## src/rtl/game_status_pkg.sv

```systemverilog
// Shared types for the game status monitor: status classes, message selects, FSM states.
package game_status_pkg;

  // Class of a status value, taken from bits [7:6]
  typedef enum logic [1:0] {
    CLS_PLAY = 2'b00,
    CLS_OVER = 2'b01,
    CLS_ERR  = 2'b10,
    CLS_RSVD = 2'b11
  } cls_t;

  localparam logic [5:0] ERR_RSVD_CODE = 6'h3F;

  typedef enum logic [1:0] {
    MSG_NONE = 2'd0,
    MSG_ERR  = 2'd1,
    MSG_WIN  = 2'd2,
    MSG_LOSE = 2'd3
  } msg_t;

  typedef enum logic [1:0] {
    PLAY     = 2'd0,
    ERR_SHOW = 2'd1,
    OVER     = 2'd2
  } mon_state_t;

  function automatic cls_t status_class(input logic [7:0] s);
    return cls_t'(s[7:6]);
  endfunction

  // Reserved class reports a fixed code; real errors carry their own
  function automatic logic [5:0] status_code(input logic [7:0] s);
    return (s[7:6] == 2'b11) ? ERR_RSVD_CODE : s[5:0];
  endfunction

endpackage

```

## src/rtl/status_timer.sv

```systemverilog
// Terminal-count timer: counts enabled cycles 0..CYCLES-1, restarting at 0 after terminal.
//  clk, rst   clock, async active-high reset
//  i_clr      synchronous clear (priority over enable)
//  i_en       count enable
//  o_done     counter sits at CYCLES-1
module status_timer #(
  parameter int unsigned CYCLES = 4
) (
  input  logic clk,
  input  logic rst,
  input  logic i_clr,
  input  logic i_en,
  output logic o_done
);

  localparam int unsigned CW = $clog2(CYCLES);
  localparam logic [CW-1:0] LAST = CW'(CYCLES - 1);

  logic [CW-1:0] r_cnt;

  always_ff @(posedge clk or posedge rst) begin
    if (rst) begin
      r_cnt <= '0;
    end else if (i_clr) begin
      r_cnt <= '0;
    end else if (i_en) begin
      r_cnt <= (r_cnt == LAST) ? '0 : r_cnt + CW'(1);
    end
  end

  assign o_done = (r_cnt == LAST);

endmodule

```

## src/rtl/game_status_monitor.sv

```systemverilog
// Classifies the game status register and drives pulses, error hold and game-over blink.
//  clk, rst            clock, async active-high reset
//  i_current_state     status register value
//  i_clear_err         user acknowledge, ends an error hold early
//  o_status_changed    pulse: status differs from previous sample
//  o_error_pulse       pulse: a new error code entered
//  o_game_over         level: win/lose latched
//  o_winner            1=win 0=lose while game over
//  o_err_code          last error code
//  o_msg_sel           0 none, 1 error, 2 win, 3 lose
//  o_blink             game-over blink
module game_status_monitor
  import game_status_pkg::*;
#(
  parameter int unsigned ERR_HOLD_CYCLES = 50_000_000,
  parameter int unsigned BLINK_CYCLES    = 25_000_000
) (
  input  logic       clk,
  input  logic       rst,
  input  logic [7:0] i_current_state,
  input  logic       i_clear_err,
  output logic       o_status_changed,
  output logic       o_error_pulse,
  output logic       o_game_over,
  output logic       o_winner,
  output logic [5:0] o_err_code,
  output logic [1:0] o_msg_sel,
  output logic       o_blink
);

  logic [7:0] r_s_q;
  mon_state_t r_state;
  mon_state_t w_state_next;
  cls_t       w_cls;
  logic       w_chg;
  logic       w_new_err;
  logic       w_hold_done;
  logic       w_hold_clr;
  logic       w_hold_en;
  logic       w_blink_done;
  logic       w_blink_en;
  logic       w_winner_next;
  msg_t       w_msg_next;

  assign w_cls     = status_class(i_current_state);
  assign w_chg     = (i_current_state != r_s_q);
  assign w_new_err = w_chg && ((w_cls == CLS_ERR) || (w_cls == CLS_RSVD));

  // Hold restarts on entry and on every new error while showing
  assign w_hold_en  = (r_state == ERR_SHOW);
  assign w_hold_clr = (r_state != ERR_SHOW) || w_new_err;
  // Blink runs only while remaining in game over; any other path clears it
  assign w_blink_en = (r_state == OVER) && (w_state_next == OVER);

  status_timer #(.CYCLES(ERR_HOLD_CYCLES)) u_hold_timer (
    .clk    (clk),
    .rst    (rst),
    .i_clr  (w_hold_clr),
    .i_en   (w_hold_en),
    .o_done (w_hold_done)
  );

  status_timer #(.CYCLES(BLINK_CYCLES)) u_blink_timer (
    .clk    (clk),
    .rst    (rst),
    .i_clr  (!w_blink_en),
    .i_en   (w_blink_en),
    .o_done (w_blink_done)
  );

  // State register
  always_ff @(posedge clk or posedge rst) begin
    if (rst) r_state <= PLAY;
    else     r_state <= w_state_next;
  end

  // Next state and next-cycle display decode; game over has priority everywhere
  always_comb begin
    w_state_next  = r_state;
    w_winner_next = o_winner;
    w_msg_next    = MSG_NONE;
    case (r_state)
      PLAY: begin
        if (w_cls == CLS_OVER) w_state_next = OVER;
        else if (w_new_err)    w_state_next = ERR_SHOW;
      end
      ERR_SHOW: begin
        if (w_cls == CLS_OVER)                w_state_next = OVER;
        else if (w_new_err)                   w_state_next = ERR_SHOW;
        else if (w_hold_done || i_clear_err)  w_state_next = PLAY;
      end
      OVER: begin
        if (w_cls == CLS_PLAY) w_state_next = PLAY;
      end
      default: w_state_next = PLAY;
    endcase

    // Winner tracks the latched bit; error values inside game over leave it alone
    if (w_state_next != OVER)   w_winner_next = 1'b0;
    else if (w_cls == CLS_OVER) w_winner_next = i_current_state[0];

    case (w_state_next)
      ERR_SHOW: w_msg_next = MSG_ERR;
      OVER:     w_msg_next = w_winner_next ? MSG_WIN : MSG_LOSE;
      default:  w_msg_next = MSG_NONE;
    endcase
  end

  // Registered outputs
  always_ff @(posedge clk or posedge rst) begin
    if (rst) begin
      r_s_q            <= 8'h00;
      o_status_changed <= 1'b0;
      o_error_pulse    <= 1'b0;
      o_game_over      <= 1'b0;
      o_winner         <= 1'b0;
      o_err_code       <= 6'h00;
      o_msg_sel        <= 2'd0;
      o_blink          <= 1'b0;
    end else begin
      r_s_q            <= i_current_state;
      o_status_changed <= w_chg;
      o_error_pulse    <= w_new_err;
      if (w_new_err) o_err_code <= status_code(i_current_state);
      o_game_over      <= (w_state_next == OVER);
      o_winner         <= w_winner_next;
      o_msg_sel        <= 2'(w_msg_next);
      if (w_state_next != OVER)          o_blink <= 1'b0;
      else if (w_blink_en && w_blink_done) o_blink <= ~o_blink;
    end
  end

endmodule
```

## config.mk

```make
export PLATFORM = sky130hd
export DESIGN_NAME = game_status_monitor
export DESIGN_NICKNAME = d
export VERILOG_FILES = /design/src/rtl/game_status_pkg.sv /design/src/rtl/status_timer.sv /design/src/rtl/game_status_monitor.sv
export SDC_FILE = /design/constraint.sdc
export NUM_CORES = 1
export LEC_CHECK = 0
export ABC_AREA = 0
export CORE_MARGIN = 3
export CORE_UTILIZATION = 30
export DETAILED_ROUTE_END_ITERATION = 12
export MAX_ROUTING_LAYER = met4
export PLACE_DENSITY_LB_ADDON = 0.3
export RECOVER_POWER = 100
export SYNTH_ARGS = -nofsm -noshare
export SYNTH_HDL_FRONTEND = slang
export SYNTH_HIERARCHICAL = 1
export SYNTH_SLANG_ARGS = --single-unit
```

## constraint.sdc

```tcl
create_clock -name clk -period 2.8 [get_ports clk]
set_clock_uncertainty 0.05 [all_clocks]
set_input_delay 0.56 -clock clk [delete_from_list [all_inputs] [get_ports clk]]
set_output_delay 0.56 -clock clk [all_outputs]
set_load 0.02 [all_outputs]
```

==> flow_summary.toml <==
[route]
dr_total_vias = 2846
wl_per_cell_um = 13.6
postRouteAntennaNets = 0
post-route-drc-count = 0
drt-total-wl_um = 8000
viasPerCell = 4.85
drtIter0Drc = 121
detail_route.first_pass.iterations = 4

[die]
die_w_um = 118
initial_core_util_pct = 31.1
die_area_um2 = 14000
rows = 40
io_pins = 24
core-area_um2 = 12200
fp.dieH_um = 118

[logic_synthesis]
syn_avg_cell_area_um2 = 10.0
ys_warn_count = 6
syn_inst = 378
ys_ff_latch = 73
synth_edf_count = 0
synth_top_area_share_pct = 48.3
yosys.cell_types.count = 56
yosysTopAreaCell = "dfrtp_1"
synth-seq-area-share_pct = 48.3
netlist_area_um2 = 3780
ys.flop_type = "dfrtp_1"
synthArstFlopShare_pct = 100
synth_area_leaders = "dfrtp_1, xor2_1, nor2_1"
syn_nets = 391

[layout]
n_fill_cell = 1171
n_antenna_cell = 0
seqCellArea_um2 = 1830
drive_above_1_share_pct = 10.0
multi_input_area_um2 = 1800
final_nets = 428
area_growth_pct = 19.8

[clocking]
h-tree-depth = 3
clk_transition_reported_paths_ns = 0.06
numCtsBuffers = 9
ctsResizeCount = 0
clk_latency_ns = 0.33
clk_path_buf_depth = 2
cts_root_buffer = "clkbuf_16"
cts_tree = "built"
ctsHoldBuffers = 0
clock_sinks = 73
cts_setup_buffers = 0

[sta]
hold_violations = 0
fin_crit_sh_pct = 89.7
tightest_slew_ns = 1.44
rsz0062_at_grt = "false"
period_minus_slack_ns = 2.51
tns_ns = 0
drv_slew = 0
setup_violations = 0
slew_headroom_pct = 4.13
fmax_ghz = 0.398

[grt]
grt_pass1_vias = 2901
grt_pass1_wl_um = 14200
grt_max_degree = 27
antenna_found_initial = 0
gr-total-overflow = 0
grt_use_total_pct = 12.6

[status]
outcome = "finished clean"

[hold_path]
min_from = "o_err_code[5]"
hold_class = "reg2reg"

[worst_setup_path]
startpoint = "i_current_state[4]"
critPathKind = "in2reg"
crit_fanout = 9
critPathCaptureType = "register"
cp.arrival_ns = 2.66
r2r_start = "u_blink_timer/r_cnt[9]"
worst_setup_path_start_kind = "input port"
required_ns = 2.94

[placed_design]
globalplace.congestion = 0.806
port_buffers = 23
place_hpwl_um = 5680

[pwr]
total_power_mw = 2.50
powerDensity_nw_per_um2 = 552
p_leak_nw = 1.94
peakVddDrop_mv = 0.284

[flow_run]
max-cap-violations = 0
## flip-flops by register name, summed over array words and instances, names as in the netlist
signal               flops
r_state                  2
o_winner                 1
u_hold_timer/r_cnt      26
o_err_code               6
r_s_q                    8
o_error_pulse            1
o_msg_sel                1
u_blink_timer/r_cnt     25
o_status_changed         1
o_blink                  1
o_game_over              1
## report_power, final
group          total (mW)  leakage, nW  switching [mW]  internal, mW
registers            1.11        0.964          0.0203          1.09
logic               0.267        0.827           0.168        0.0983
clock network        1.13        0.144           0.424         0.707
total                2.50         1.94           0.613          1.89
## placed cells by master, fill, tap and decap left out, types with 11 or more instances in the layout
cell | synthesis | layout
dfrtp_1 | 73 | 73
nor2_1 | 60 | 60
xor2_1 | 30 | 30
nand2_1 | 23 | 23
nand3_1 | 21 | 21
dlygate4sd3_1 | 0 | 20
inv_1 | 18 | 18
nand4_1 | 18 | 18
and3_1 | 14 | 14
xnor2_1 | 13 | 13
buf_4 | 2 | 11
## cells by family after synthesis
logic type | synth area share [%]
compound gates | 6.78
buf+inv | 4.07
fa+ha+maj | 0.661
simple gates | 27.3
flops | 48.3
xor+xnor | 10.8
mux | 2.12
## final cells by class
class,count,share of cell area [%]
Inverter,19,1.60
Clock buffer,10,5.27
Clock inverter,5,1.24
Sequential cell,73,40.3
Tap cell,168,4.64
Timing Repair Buffer,39,7.31
Multi-Input combinational cell,273,39.7
## metrics by stage
step | area (µm²) | utilization, % | worst slack [ns] | std cells | hold WS, ns
after floorplan | 3780 | - | 0.447 | 378 | 0.431
after global placement | 4260 | 35.1 | 0.0832 | 572 | 0.459
after detailed placement | 4260 | 35.1 | 0.0396 | 572 | 0.471
after CTS | 4560 | 37.5 | 0.378 | 587 | 0.484
after global routing | 4530 | 37.3 | 0.0998 | 587 | 0.507
final | 4530 | 37.3 | 0.287 | 587 | 0.471
## final timing paths
kind	endpoint	slack [ns]	depth (start not counted)
max	u_hold_timer/r_cnt[13]	0.29	12
min	o_err_code[5]	0.47	2
max reg2reg	u_blink_timer/r_cnt[24]	0.61	6
min reg2reg	o_err_code[5]	0.47	2
max in group asynchronous	u_hold_timer/r_cnt[6]	0.65	3
min in group asynchronous	u_blink_timer/r_cnt[7]	0.74	2
## layer usage
layer  GRT usage (%)  share of wire [%]  vias to the layer above
met5               -                  0                        -
li1                -                  -                     1397
met1            16.9                 49                     1400
met3            2.01                2.7                       10
met2            19.1                 47                       39
met4            5.20                1.6                        0
## Yosys cell counts (8+ instances only)
library cell and instances:
and3_1 14, and4_1 9, dfrtp_1 73, inv_1 18, mux2i_1 8, nand2_1 23, nand3_1 21, nand4_1 18
nor2_1 60, xnor2_1 13, xor2_1 30
## worst max-delay path, cell delays in order
cell           delay [ns]
dlygate4sd3_1        0.59
xnor2_1              0.18
nand4_2              0.17
o21ai_4              0.18
nand2_1              0.09
o211ai_1             0.19
buf_4                0.17
nor4_4               0.03
buf_4                0.18
nand3_1              0.10
xor2_1               0.15
nor2_1               0.06
(Power assumes the default switching activity.)
